<file path="src/rtl/tri_fifo_pkg.sv">
// Shared types and constants for the triangle FIFO controller.
package tri_fifo_pkg;

    localparam int unsigned VW        = 10;
    localparam int unsigned NV        = 6;
    localparam int unsigned DW        = VW * NV;
    localparam int unsigned DEF_DEPTH = 100;

    typedef logic [NV-1:0][VW-1:0] triangle_t;

endpackage

</file>
<file path="src/rtl/rr_arb2.sv">
// Two-requester round-robin arbiter; on a tie the requester not granted last wins.
module rr_arb2 (
    input  logic Clk,
    input  logic Reset_n,
    input  logic en,
    input  logic req0,
    input  logic req1,
    output logic gnt0,
    output logic gnt1
);

    logic last_grant;

    always_comb begin
        gnt0 = 1'b0;
        gnt1 = 1'b0;
        if (en) begin
            if (req0 && req1) begin
                gnt0 = last_grant;
                gnt1 = !last_grant;
            end else begin
                gnt0 = req0;
                gnt1 = req1;
            end
        end
    end

    // Reset to 1 so producer 0 wins the first tie.
    always_ff @(posedge Clk or negedge Reset_n) begin
        if (!Reset_n)
            last_grant <= 1'b1;
        else if (gnt0)
            last_grant <= 1'b0;
        else if (gnt1)
            last_grant <= 1'b1;
    end

endmodule

</file>
<file path="src/rtl/triangle_fifo_ctrl.sv">
// Triangle FIFO RAM controller: round-robin write arbitration and a
// first-word-fall-through read sequencer over a registered-output RAM.
module triangle_fifo_ctrl
    import tri_fifo_pkg::*;
#(
    parameter int unsigned DEPTH    = DEF_DEPTH,
    parameter int unsigned AW       = 7,
    parameter int unsigned DW       = tri_fifo_pkg::DW,
    parameter int unsigned AF_LEVEL = 90
) (
    input  logic          Clk,
    input  logic          Reset_n,
    input  logic          flush,
    input  logic          p0_valid,
    input  logic [DW-1:0] p0_data,
    output logic          p0_ready,
    input  logic          p1_valid,
    input  logic [DW-1:0] p1_data,
    output logic          p1_ready,
    output logic          ram_w_en,
    output logic [AW-1:0] ram_w_addr,
    output logic [DW-1:0] ram_w_data,
    output logic          ram_r_en,
    output logic [AW-1:0] ram_r_addr,
    output logic          ram_is_empty,
    output logic          ram_is_full,
    output logic          out_valid,
    input  logic          out_ready,
    output logic [AW:0]   count,
    output logic          almost_full
);

    logic [AW-1:0] wr_ptr, rd_ptr;
    logic          g0, g1, wr, rd;
    logic [AW:0]   count_next;

    function automatic logic [AW-1:0] ptr_inc(input logic [AW-1:0] p);
        return (p == AW'(DEPTH - 1)) ? '0 : p + 1'b1;
    endfunction

    assign ram_is_empty = (count == '0);
    assign ram_is_full  = (count == (AW+1)'(DEPTH));

    rr_arb2 u_arb (
        .Clk     (Clk),
        .Reset_n (Reset_n),
        .en      (!ram_is_full && !flush),
        .req0    (p0_valid),
        .req1    (p1_valid),
        .gnt0    (g0),
        .gnt1    (g1)
    );

    assign wr         = g0 | g1;
    assign p0_ready   = g0;
    assign p1_ready   = g1;
    assign ram_w_en   = wr;
    assign ram_w_addr = wr_ptr;
    assign ram_w_data = g0 ? p0_data : p1_data;

    // Count excludes the entry in the RAM output register, so a write into an
    // empty FIFO cannot be read back in the same cycle.
    assign rd         = !flush && !ram_is_empty && (!out_valid || out_ready);
    assign ram_r_en   = rd;
    assign ram_r_addr = rd_ptr;

    always_comb begin
        count_next = count;
        case ({wr, rd})
            2'b10:   count_next = count + 1'b1;
            2'b01:   count_next = count - 1'b1;
            default: count_next = count;
        endcase
    end

    always_ff @(posedge Clk or negedge Reset_n) begin
        if (!Reset_n) begin
            wr_ptr      <= '0;
            rd_ptr      <= '0;
            count       <= '0;
            out_valid   <= 1'b0;
            almost_full <= 1'b0;
        end else if (flush) begin
            wr_ptr      <= '0;
            rd_ptr      <= '0;
            count       <= '0;
            out_valid   <= 1'b0;
            almost_full <= 1'b0;
        end else begin
            if (wr) wr_ptr <= ptr_inc(wr_ptr);
            if (rd) rd_ptr <= ptr_inc(rd_ptr);
            count       <= count_next;
            out_valid   <= rd || (out_valid && !out_ready);
            almost_full <= (count_next >= (AW+1)'(AF_LEVEL));
        end
    end

endmodule

</file>
<file path="config.mk">
export PLATFORM = sky130hd
export DESIGN_NAME = triangle_fifo_ctrl
export DESIGN_NICKNAME = d
export VERILOG_FILES = /design/src/rtl/tri_fifo_pkg.sv /design/src/rtl/rr_arb2.sv /design/src/rtl/triangle_fifo_ctrl.sv
export SDC_FILE = /design/constraint.sdc
export NUM_CORES = 1
export LEC_CHECK = 0
export BUFFER_PORTS_ARGS = -buffer_cell sky130_fd_sc_hd__buf_2
export CAP_MARGIN = 20
export CORE_MARGIN = 10
export CORE_UTILIZATION = 43
export CTS_CLUSTER_DIAMETER = 30
export DETAILED_ROUTE_END_ITERATION = 12
export GPL_TIMING_DRIVEN = 0
export MAX_ROUTING_LAYER = met4
export PLACE_DENSITY = 0.87
export SYNTH_ARGS = -nofsm -noshare
export SYNTH_HDL_FRONTEND = slang
export SYNTH_SLANG_ARGS = --single-unit
export TNS_END_PERCENT = 20
</file>
<file path="constraint.sdc">
create_clock -name Clk -period 4.9 [get_ports Clk]
set_input_delay 0.49 -clock Clk [delete_from_list [all_inputs] [get_ports Clk]]
set_output_delay 0.49 -clock Clk [all_outputs]
set_load 0.01 [all_outputs]
</file>
==> flow_results.xml <==
<?xml version="1.0" encoding="UTF-8"?>
<metrics>
  <group name="yosys">
    <metric name="syn-cell-area" unit="um2">2690</metric>
    <metric name="ys_warn_count" unit="">0</metric>
    <metric name="synth_largest_type_area_fraction" unit="%">32.9</metric>
    <metric name="synthesis.area_per_instance" unit="um2">10.6</metric>
    <metric name="distinct_cell_type_count_of_the_synthesized_netlist" unit="">55</metric>
    <metric name="synth_seq_cells" unit="">25</metric>
    <metric name="ys_async_sr_fraction" unit="%">100</metric>
    <metric name="synthesis.nets" unit="">390</metric>
    <metric name="synth.yosys.seq_area_share" unit="%">23.3</metric>
    <metric name="synth-main-ff-cell" unit="">sky130_fd_sc_hd__dfrtp_1</metric>
    <metric name="synth.most_common_cell" unit="">sky130_fd_sc_hd__mux2_4</metric>
    <metric name="synthesis.instances" unit="">254</metric>
    <metric name="synth_largest_area_cell" unit="">sky130_fd_sc_hd__mux2_4</metric>
    <metric name="ys_top_cells_by_count" unit="">sky130_fd_sc_hd__mux2_4 (59), sky130_fd_sc_hd__dfrtp_1 (24), sky130_fd_sc_hd__nor2_1 (19)</metric>
    <metric name="number_of_flops_mapped_to_enable_cells_by_yosys" unit="">0</metric>
    <metric name="synth_area_leaders" unit="">sky130_fd_sc_hd__mux2_4 (33%), sky130_fd_sc_hd__dfrtp_1 (22%), sky130_fd_sc_hd__buf_12 (4.5%), sky130_fd_sc_hd__ha_1 (4.2%), sky130_fd_sc_hd__nor2_1 (2.6%)</metric>
  </group>
  <group name="setup_path">
    <metric name="setup.worst_path.start_class" unit="">flop</metric>
    <metric name="rr_worst_depth" unit="">11</metric>
    <metric name="reg2reg_from" unit="">count[0]</metric>
    <metric name="worstPathRequired" unit="ns">5.04</metric>
    <metric name="worst-r2r-setup-slack" unit="ns">0.86</metric>
    <metric name="r2r_end" unit="">almost_full</metric>
    <metric name="worst-path-max-fanout" unit="">9</metric>
    <metric name="cp.arrival" unit="ns">4.18</metric>
    <metric name="critPathCaptureType" unit="">flop</metric>
    <metric name="timing_worst_setup_path_type" unit="">reg2reg</metric>
  </group>
  <group name="drt">
    <metric name="postRouteAntennaNets" unit="">0</metric>
    <metric name="dr.pass1.iters" unit="">4</metric>
    <metric name="post-route-drc-count" unit="">0</metric>
    <metric name="vias_per_cell" unit="">5.47</metric>
    <metric name="wirelength" unit="mm">11.9</metric>
    <metric name="wl_per_cell" unit="um">21.6</metric>
    <metric name="dr.first_iter.drc_count" unit="">173</metric>
    <metric name="num_vias" unit="">3018</metric>
  </group>
  <group name="clocking">
    <metric name="worst_skew_pair.late_latency" unit="ns">0.27</metric>
    <metric name="cts_h_tree_depth" unit="">1</metric>
    <metric name="cts_sinks" unit="">25</metric>
    <metric name="number_of_buffers_inserted_by_post_cts_setup_repair" unit="">0</metric>
    <metric name="clockBufferDepth" unit="">2</metric>
    <metric name="post_cts_hold_buffer_count" unit="">0</metric>
    <metric name="cts_buffers" unit="">3</metric>
    <metric name="postCtsResizedCells" unit="">0</metric>
    <metric name="cts_tree" unit="">built</metric>
    <metric name="clock-root-buffer" unit="">sky130_fd_sc_hd__clkbuf_8</metric>
    <metric name="clk_pin_slew" unit="ns">0.09</metric>
  </group>
  <group name="global_routing">
    <metric name="combined_global_route_utilization_of_all_metal_layers" unit="%">23.0</metric>
    <metric name="number_of_antenna_violations_at_the_first_check_in_global_routing" unit="">4</metric>
    <metric name="overflow" unit="">0</metric>
    <metric name="grt_max_degree" unit="">26</metric>
    <metric name="grt_first_pass_wirelength" unit="mm">17.6</metric>
    <metric name="grt_pass1_vias" unit="">2987</metric>
  </group>
  <group name="floorplanning">
    <metric name="total_die_area" unit="um2">9830</metric>
    <metric name="ios" unit="">216</metric>
    <metric name="placementRows" unit="">28</metric>
    <metric name="die_width" unit="um">99.2</metric>
    <metric name="fp.dieH" unit="um">99.2</metric>
    <metric name="core_footprint" unit="um2">5990</metric>
    <metric name="effective_utilization_at_floorplan" unit="%">45.0</metric>
  </group>
  <group name="timing">
    <metric name="timing.fmax" unit="MHz">248</metric>
    <metric name="timing.slew.headroom" unit="%">41.9</metric>
    <metric name="worst-slew-pin-transition" unit="ns">0.865</metric>
    <metric name="tns" unit="ns">0</metric>
    <metric name="fin_skew" unit="ns">0.00207</metric>
    <metric name="setup_slack" unit="ns">0.861</metric>
    <metric name="final-hold-violation-count" unit="">0</metric>
    <metric name="holdWs" unit="ns">0.198</metric>
    <metric name="grt_setup_unrepaired" unit="">false</metric>
    <metric name="post-route-min-period" unit="ns">4.04</metric>
    <metric name="report.final.slew_viol_count" unit="">0</metric>
    <metric name="fin_crit_sh" unit="%">82.4</metric>
    <metric name="setup_viol" unit="">0</metric>
  </group>
  <group name="pwr">
    <metric name="worst_vdd_ir" unit="uV">417</metric>
    <metric name="areal_power_density_over_the_cells" unit="nW/um2">349</metric>
    <metric name="p_leak" unit="nW">2.15</metric>
    <metric name="post-layout-total-power" unit="mW">1.37</metric>
  </group>
  <group name="placement">
    <metric name="placement.io_buffers" unit="">215</metric>
    <metric name="post-dp-hpwl" unit="mm">10.2</metric>
    <metric name="dp_worst_setup_slack" unit="ns">1.12</metric>
    <metric name="place.gp.congestion" unit="">0.991</metric>
  </group>
  <group name="finish">
    <metric name="finalNetCount" unit="">610</metric>
    <metric name="syn2layout_area_growth" unit="%">45.5</metric>
    <metric name="fraction_of_final_layout_cells_sized_beyond_drive_strength_1" unit="%">61.9</metric>
    <metric name="final.fill_count" unit="">526</metric>
  </group>
  <group name="job">
    <metric name="drv_cap" unit="">0</metric>
  </group>
  <group name="min_path">
    <metric name="hold_path_class" unit="">in2async</metric>
  </group>
  <group name="run_status">
    <metric name="status" unit="">complete, no violations</metric>
  </group>
</metrics>
-- registers in the layout, summed over array words and instances (netlist names) --
signal            count
almost_full           1
count                 8
out_valid             1
ram_r_addr            7
ram_w_addr            7
u_arb.last_grant      1
-- cells in the final DEF, fill, tap and decap left out, drive strengths merged, types with 3 or more instances in the layout --
cell type / instances
nor3b: 5
nor3: 8
and3: 4
diode: 4
clkbuf: 8
a31oi: 3
or4: 3
mux2: 61
nand3: 8
a21oi: 11
inv: 9
ha: 9
nor2: 20
nand2: 14
xor2: 3
nand2b: 5
mux2i: 4
buf: 222
o21ai: 14
dfrtp: 24
o211ai: 4
a211oi: 3
-- area by class of cell --
| class | count | area, um2 | share of cell area (%) |
|---|---|---|---|
| Inverter | 9 | 33.8 | 0.862 |
| Multi-Input combinational cell | 209 | 1890 | 48.1 |
| Clock buffer | 4 | 45.0 | 1.15 |
| Sequential cell | 25 | 627 | 16.0 |
| Timing Repair Buffer | 215 | 1080 | 27.5 |
| Antenna cell | 4 | 10.0 | 0.255 |
| Tap cell | 75 | 93.8 | 2.39 |
| Buffer | 11 | 146 | 3.74 |
-- routing by layer --
| metal | up-vias | track usage [%] | share of wire [%] |
|---|---|---|---|
| li1 | 1394 | - | - |
| met1 | 1438 | 23.3 | 37 |
| met2 | 157 | 41.9 | 52 |
| met3 | 29 | 6.85 | 8.3 |
| met4 | 0 | 6.06 | 2.4 |
| met5 | - | - | 0 |
-- kinds of logic after synthesis --
group	synth area share, %
simple gates	16.6
mux	35.2
compound gates	11.7
flops	23.3
buf+inv	6.69
fa+ha+maj	4.92
xor+xnor	1.63
-- power breakdown --
| group | switching, mW | internal, mW | total (mW) |
|---|---|---|---|
| logic | 0.521 | 0.404 | 0.924 |
| registers | 0.0634 | 0.254 | 0.318 |
| clock network | 0.0674 | 0.0583 | 0.126 |
-- how the worst max path moves through the flow --
stage	cells after the start	end	slack, ns	startpoint
2_1_floorplan	11	almost_full	1.47	count[4]
3_3_place_gp	11	almost_full	1.14	count[4]
3_5_place_dp	11	almost_full	1.12	count[4]
4_1_cts	11	almost_full	0.99	count[4]
5_1_grt	11	almost_full	0.59	count[0]
6_report	11	almost_full	0.86	count[0]
-- worst max-delay path, cell delays in order, from the launching register on --
cell and delay, ns:
sky130_fd_sc_hd__dfrtp_1 0.48, sky130_fd_sc_hd__or4_4 0.20, sky130_fd_sc_hd__or3b_1 0.17, sky130_fd_sc_hd__inv_2 0.08, sky130_fd_sc_hd__nor3_1 0.70, sky130_fd_sc_hd__ha_1 0.54
sky130_fd_sc_hd__ha_1 0.33, sky130_fd_sc_hd__a211oi_1 0.59, sky130_fd_sc_hd__o211ai_1 0.23, sky130_fd_sc_hd__nand3_1 0.14, sky130_fd_sc_hd__nor3b_1 0.25, sky130_fd_sc_hd__o221ai_1 0.18
-- through the flow --
stage               std cells  utilization (%)  cell area, um2
floorplan                 254                -            2690
global placement          544             64.5            3860
detailed placement        544             64.5            3860
CTS                       548             65.2            3910
global route              552             65.4            3920
finish                    552             65.4            3920
(Power assumes the default switching activity.)
